$ cat config.mk
export PLATFORM = sky130hd
export DESIGN_NAME = freq_meter
export DESIGN_NICKNAME = d
export VERILOG_FILES = /design/src/rtl/freq_meter.sv
export SDC_FILE = /design/constraint.sdc
export NUM_CORES = 1
export LEC_CHECK = 0
export BUFFER_PORTS_ARGS = -buffer_cell sky130_fd_sc_hd__buf_4
export CAP_MARGIN = 20
export CORE_UTILIZATION = 55
export CTS_BUF_LIST = sky130_fd_sc_hd__clkbuf_4
export CTS_CLUSTER_DIAMETER = 150
export DETAILED_ROUTE_END_ITERATION = 10
export PLACE_DENSITY = 0.74
export SETUP_SLACK_MARGIN = 0.5
export SLEW_MARGIN = 20
export SYNTH_ARGS = -nofsm -noshare
export SYNTH_HDL_FRONTEND = slang
export SYNTH_SLANG_ARGS = --single-unit
$ cat constraint.sdc
create_clock -name clk -period 13.6 [get_ports clk]
set_clock_uncertainty 0.2 [all_clocks]
set_input_delay 0.68 -clock clk [delete_from_list [all_inputs] [get_ports clk]]
set_output_delay 0.68 -clock clk [all_outputs]
set_load 0.02 [all_outputs]
$ cat src/rtl/freq_meter.sv
// Gated pulse-counting frequency meter.
// Counts pulse_in highs over a fixed gate window, snapshots the count on the
// terminal cycle, converts it to packed BCD with a sequential shift-add-3
// engine and holds binary/BCD results on a valid/ready interface.
module freq_meter #(
    parameter int unsigned GATE_CYCLES = 100000,
    parameter int unsigned CNT_WIDTH   = 24,
    parameter int unsigned BCD_DIGITS  = 8
) (
    input  logic                    clk,
    input  logic                    rst,
    input  logic                    pulse_in,
    output logic                    gate_tick,
    output logic [CNT_WIDTH-1:0]    result_bin,
    output logic [4*BCD_DIGITS-1:0] result_bcd,
    output logic                    overflow,
    output logic                    valid,
    input  logic                    ready,
    output logic                    dropped
);

    localparam int unsigned GateW = (GATE_CYCLES > 1) ? $clog2(GATE_CYCLES) : 1;
    localparam int unsigned StepW = $clog2(CNT_WIDTH + 1);
    localparam int unsigned BcdW  = 4 * BCD_DIGITS;

    localparam logic [GateW-1:0]     GateLast = GateW'(GATE_CYCLES - 1);
    localparam logic [StepW-1:0]     StepLast = StepW'(CNT_WIDTH - 1);
    localparam logic [CNT_WIDTH-1:0] CntMax   = '1;

    typedef enum logic [1:0] {StIdle, StConvert, StHold} state_e;

    state_e               state_q, state_d;
    logic [GateW-1:0]     gate_cnt_q;
    logic [CNT_WIDTH-1:0] pulse_cnt_q, cnt_inc;
    logic                 sat_q, sat_inc;
    logic [StepW-1:0]     step_q, step_d;
    logic [BcdW-1:0]      bcd_sr_q, bcd_sr_d, bcd_adj, bcd_shift;
    logic [CNT_WIDTH-1:0] bin_sr_q, bin_sr_d, bin_shift;
    logic [CNT_WIDTH-1:0] snap_bin_q, snap_bin_d;
    logic                 snap_sat_q, snap_sat_d;
    logic [CNT_WIDTH-1:0] result_bin_q, result_bin_d;
    logic [BcdW-1:0]      result_bcd_q, result_bcd_d;
    logic                 overflow_q, overflow_d;
    logic                 dropped_q, dropped_d;
    logic                 handshake;

    assign gate_tick  = (gate_cnt_q == GateLast);
    assign valid      = (state_q == StHold);
    assign handshake  = valid && ready;
    assign result_bin = result_bin_q;
    assign result_bcd = result_bcd_q;
    assign overflow   = overflow_q;
    assign dropped    = dropped_q;

    // Gate window counter: free-running 0..GATE_CYCLES-1, independent of the FSM.
    always_ff @(posedge clk or posedge rst) begin
        if (rst) begin
            gate_cnt_q <= '0;
        end else if (gate_tick) begin
            gate_cnt_q <= '0;
        end else begin
            gate_cnt_q <= gate_cnt_q + GateW'(1);
        end
    end

    // Pulse count including this cycle's pulse; doubles as the snapshot value.
    // The saturation flag marks a pulse that could not be counted.
    always_comb begin
        cnt_inc = pulse_cnt_q;
        sat_inc = sat_q;
        if (pulse_in) begin
            if (pulse_cnt_q == CntMax) begin
                sat_inc = 1'b1;
            end else begin
                cnt_inc = pulse_cnt_q + CNT_WIDTH'(1);
            end
        end
    end

    // Pulse counter restarts right after the terminal cycle so no pulse is lost.
    always_ff @(posedge clk or posedge rst) begin
        if (rst) begin
            pulse_cnt_q <= '0;
            sat_q       <= 1'b0;
        end else if (gate_tick) begin
            pulse_cnt_q <= '0;
            sat_q       <= 1'b0;
        end else begin
            pulse_cnt_q <= cnt_inc;
            sat_q       <= sat_inc;
        end
    end

    // One double-dabble step: add 3 to digits >= 5, then shift binary MSB into BCD LSB.
    always_comb begin
        bcd_adj = bcd_sr_q;
        for (int i = 0; i < BCD_DIGITS; i++) begin
            if (bcd_sr_q[4*i +: 4] >= 4'd5) begin
                bcd_adj[4*i +: 4] = bcd_sr_q[4*i +: 4] + 4'd3;
            end
        end
        {bcd_shift, bin_shift} = {bcd_adj, bin_sr_q} << 1;
    end

    // Next-state logic: snapshot acceptance, conversion sequencing, result hold.
    always_comb begin
        state_d      = state_q;
        step_d       = step_q;
        bcd_sr_d     = bcd_sr_q;
        bin_sr_d     = bin_sr_q;
        snap_bin_d   = snap_bin_q;
        snap_sat_d   = snap_sat_q;
        result_bin_d = result_bin_q;
        result_bcd_d = result_bcd_q;
        overflow_d   = overflow_q;
        dropped_d    = 1'b0;

        unique case (state_q)
            StIdle: begin
                if (gate_tick) begin
                    state_d    = StConvert;
                    step_d     = '0;
                    bcd_sr_d   = '0;
                    bin_sr_d   = cnt_inc;
                    snap_bin_d = cnt_inc;
                    snap_sat_d = sat_inc;
                end
            end
            StConvert: begin
                bcd_sr_d = bcd_shift;
                bin_sr_d = bin_shift;
                step_d   = step_q + StepW'(1);
                if (step_q == StepLast) begin
                    state_d      = StHold;
                    result_bin_d = snap_bin_q;
                    result_bcd_d = bcd_shift;
                    overflow_d   = snap_sat_q;
                end
                if (gate_tick) begin
                    dropped_d = 1'b1;
                end
            end
            StHold: begin
                if (handshake) begin
                    state_d = StIdle;
                    // Consume and accept in the same edge: go straight back to converting.
                    if (gate_tick) begin
                        state_d    = StConvert;
                        step_d     = '0;
                        bcd_sr_d   = '0;
                        bin_sr_d   = cnt_inc;
                        snap_bin_d = cnt_inc;
                        snap_sat_d = sat_inc;
                    end
                end else if (gate_tick) begin
                    dropped_d = 1'b1;
                end
            end
            default: begin
                state_d = StIdle;
            end
        endcase
    end

    // FSM, conversion datapath and output registers.
    always_ff @(posedge clk or posedge rst) begin
        if (rst) begin
            state_q      <= StIdle;
            step_q       <= '0;
            bcd_sr_q     <= '0;
            bin_sr_q     <= '0;
            snap_bin_q   <= '0;
            snap_sat_q   <= 1'b0;
            result_bin_q <= '0;
            result_bcd_q <= '0;
            overflow_q   <= 1'b0;
            dropped_q    <= 1'b0;
        end else begin
            state_q      <= state_d;
            step_q       <= step_d;
            bcd_sr_q     <= bcd_sr_d;
            bin_sr_q     <= bin_sr_d;
            snap_bin_q   <= snap_bin_d;
            snap_sat_q   <= snap_sat_d;
            result_bin_q <= result_bin_d;
            result_bcd_q <= result_bcd_d;
            overflow_q   <= overflow_d;
            dropped_q    <= dropped_d;
        end
    end

endmodule

# Yosys cells after proc, flatten, opt, wreduce, memory -nomap -nowiden
# Cells that the tools add are included.
# Widths: inputs -> output; s select.
# classes
div	0
n_mux	38
order_cmp	8
shift	0
addsub	11
n_bitwise	0
reduce_logical	8
n_eq_ne	8
multipliers	0
# op_table
operator	count
$mux 24	7
$pmux 32 s3	1
$pmux 24 s3	1
$mux 32	2
$pmux 24 s2	1
$ge 4x3->1 const B	8
$add 4x2->4 const B	7
$mux 4	7
$add 24x1->24 const B	1
$eq 24x24->1 const B	1
$add 17x1->17 const B	1
$eq 17x17->1 const B	1
$mux 17	1
$pmux 5 s3	1
$mux 5	2
$mux 1	8
$mux 2	3
$pmux 2 s3	1
$reduce_and 2->1	3
$add 5x1->5 const B	1
$eq 5x5->1 const B	1
$ne 2x2->1 const B	2
$pmux 1 s2	2
$add 3x2->3 const B	1
9 further kinds	9
# word_totals
n_memories	0
latch_bits	0
output_inout_bits	60
mem_bits_ro	0
ram_bits	0
ff_bits	188

# Depth between registers and ports, before layout
# depth
word_depth	6
mapped_depth	9

# Worst setup path after synthesis
# Ideal clock, no wire load.
# synth_path
path_kind	flip-flop to output port
start	register gate_cnt_q[0]
end	output port gate_tick
path_stages_with_launch	6
setup_slack_ps	11086
path_buffers	2
arrival_ps	1634
cell_sequence	dfrtp_1 -> ha_1 -> and4_1 -> and4_1 -> clkbuf_1 -> clkbuf_1
# synth_via
elab_chain_len	1
# synth_lines
item	line	source
start, declared	33	logic [GateW-1:0] gate_cnt_q;
start signal, assigned	62	gate_cnt_q <= gate_cnt_q + GateW'(1);
$eq 17x17->1	47	assign gate_tick = (gate_cnt_q == GateLast);
end, declared	13	output logic gate_tick,
# Every way passes these cells.

# Final worst setup path
# layout_path
start	register state_q[1]
end	register result_bcd_q[21], in the netlist result_bcd[21]
# layout_via
elab_chain_len	2
# layout_lines
item	line	source
start, declared	32	state_e state_q, state_d;
start signal, assigned	168	state_q <= StIdle;
start signal, assigned	179	state_q <= state_d;
$eq 2x1->1	118	unique case (state_q)
$reduce_and 2->1 (no line)	-	
end signal, assigned	186	result_bcd_q <= result_bcd_d;
end, declared	42	logic [BcdW-1:0] result_bcd_q, result_bcd_d;
# Every way passes these cells.
# A chain may end at the register's enable or synchronous reset.

==> reports/metrics.cfg <==
[placement]
io_buffers=63
place_ws_ns=9.837
hpwl_um=11890
place_congestion=0.8605
place_area_um2=9339

[cts]
clkSinkCount=188
cts-buffers-inserted=17
path_clk_slew_ns=0.14
tritoncts=done
cts-resized-gates=0
clock_latency_ns=0.59
cts_max_level=4
cts-root-buf=clkbuf_4
cts_buffer_depth=2
ctsHoldBuffers=0
postCtsSetupBuffers=0

[sta]
layout_min_cycle_time_ns=3.784
max_slew_margin_pct=31.68
worst_slew_pin_slew_ns=1.015
finalSetupTns_ns=0
slew_viol_final=0
whs_ns=-0.01562
fmax_ghz=0.2643
fin_ws_ns=9.816
finalSetupViolCount=0
post-route-period-util_pct=27.82
final_hold_viol_count=8
rsz0062_at_grt=false

[synthesis]
ys_seq_elements=188
postSynthCellCount=846
synth_area_um2=8717
yosysMostFrequentCell=dfrtp_1
synth_edf_count=0
synth_common_cells=188 x dfrtp_1, 101 x nand2_1, 82 x o21ai_0, 61 x nor2_1, 47 x nand3_1
synth_area_leaders=dfrtp_1 54%, mux2_2 5.6%, o21ai_0 4.7%
ys_types=57
synth_top_cell_by_area=dfrtp_1
syn-num-nets=873
synth-async-reset-ratio_pct=100.0
synth_flop_cell=dfrtp_1
yosys_warnings=0
yosysTopAreaCellShare_pct=53.97
avgSynthCellArea_um2=10.30
ys_seq_area_share_pct=53.97

[global_routing]
grt_overflow_total=0
antenna_found_initial=1
track_usage_pct=23.58
grt_pass1_wl_um=30460
first_global_vias=6376
grt_start_max_net_pins=120

[layout]
finalNetCount=919
area_growth_pct=10.16
drive_above_1_share_pct=17.68
final_cell_area_um2=9603

[setup_path]
crit_slowest_cell=clkinv_1
critPathArrivalTime_ns=4.06
critPathTopFamily=buffers and inverters
path_cells=inv_1 > ha_1 > buf_4 > clkinv_1 > or2_2 > buf_4 > mux2_2
reg2reg_depth=7
crit_start=state_q[1]$_DFFE_PP0P_
cp_slowest_stage_delay_ns=0.82
rrSetupSlack_ns=9.82
r2r-start=state_q[1]$_DFFE_PP0P_
cp.required_ns=13.87
crit_type=register to register
critPathCaptureType=register
worstSetupStartpointType=register
crit_path_max_fanout=58
r2r_end=result_bcd[21]$_DFFE_PP0P_
crit_path_frequent_cell=buf_4
critPathBufInv=4

[detailed_routing]
drtPass1Iterations=5
initialDrtViolationCount=475
drc_errors=0
viasPerCell=5.788
wl_um=17820
drtAntennaViolNets=0
vias=6465
routedWlPerCell_um=15.95

[status]
violations=negative hold slack
status=complete, but fails checks

[run]
maxCapViolations=0

[hold_path]
hp-class=primary input to asynchronous set/reset pin

[floorplan]
io_pins=64
die_w_um=127.9
start_util_pct=56.92
die-area_um2=16360
die_y_um=127.9
core_area_um2=15310
rows=45

[power_and_ir_drop]
p_per_area_nw_per_um2=95.95
ir_worst_vdd_v=0.00005997
p_leak_nw=4.656

[flip-flops by register name (all words and copies together), names as in the netlist]
signal / cells
bcd_sr_q: 32
bin_sr_q: 24
dropped: 1
gate_cnt_q: 17
overflow: 1
pulse_cnt_q: 24
result_bcd: 32
result_bin: 24
sat_q: 1
snap_bin_q: 24
snap_sat_q: 1
state_q: 2
step_q: 5
[power breakdown]
part           internal [W]  switching [W]
Clock             0.0000954       0.000192
Combinational     0.0000154      0.0000343
Sequential         0.000570      0.0000139
Total              0.000681       0.000241
[through the flow]
step | total power (W) | hold slack, ns | cells | util [%]
after floorplan | 0.0006281 | 0.2455 | 846 | -
after global placement | 0.0006411 | 0.2630 | 1084 | 60.98
after detailed placement | 0.0006449 | 0.2688 | 1084 | 60.98
after CTS | 0.0009327 | 0.1466 | 1116 | 62.67
after global routing | 0.0009639 | 0.06828 | 1117 | 62.70
final | 0.0009214 | -0.01562 | 1117 | 62.70
[area by class of cell]
type,count,area [um2]
Fill cell,1298,5712
Antenna cell,1,2.502
Clock buffer,19,142.6
Tap cell,211,264.0
Clock inverter,13,116.4
Timing Repair Buffer,70,525.5
Sequential cell,188,4705
Inverter,24,97.59
Multi-Input combinational cell,591,3750
[cell families (layout without fill, tap and decap cells)]
logic type / count (synthesis) / in the layout / share of synthesized area [%]
AND/OR/NAND/NOR: 297 / 297 / 16.36
flip-flops: 188 / 188 / 53.97
AO/OA/AOI/OAI: 182 / 182 / 12.96
buffers and inverters: 67 / 126 / 3.086
multiplexers: 53 / 53 / 6.703
XOR/XNOR: 36 / 36 / 3.617
adder cells (fa/ha/maj): 23 / 23 / 3.301
other: 0 / 1 / 0
[worst max path at each step]
stage,slack (ns),end,cells after the start
6_report,9.82,result_bcd[21]$_DFFE_PP0P_,7
5_1_grt,9.60,result_bcd[21]$_DFFE_PP0P_,7
4_1_cts,9.81,result_bcd[21]$_DFFE_PP0P_,7
3_5_place_dp,9.84,result_bcd[17]$_DFFE_PP0P_,7
3_3_place_gp,9.96,result_bin[8]$_DFFE_PP0P_,7
2_1_floorplan,7.61,bcd_sr_q[0]$_DFFE_PP0P_,1
[cells in the final DEF, fill, tap and decap left out, drive strengths merged, types with 9 or more instances in the layout]
| master | count |
|---|---|
| o21ai | 96 |
| ha | 23 |
| xnor2 | 15 |
| dfrtp | 188 |
| nor3 | 13 |
| inv | 27 |
| xor2 | 21 |
| o211ai | 20 |
| buf | 70 |
| nor2 | 61 |
| or3 | 9 |
| mux2i | 10 |
| nand3 | 47 |
| a21oi | 24 |
| nand4 | 16 |
| nand2b | 11 |
| mux2 | 43 |
| clkbuf | 19 |
| nand2 | 101 |
[routing by layer]
metal  wire (um)  vias to the layer above  global-route usage [%]
met2        8472                      141                   38.30
met4         319                        0                   8.720
met3         677                       22                   4.341
met5           0                        -                       0
li1            -                     3075                       -
met1        8349                     3227                   31.76
(Power assumes the default switching activity.)
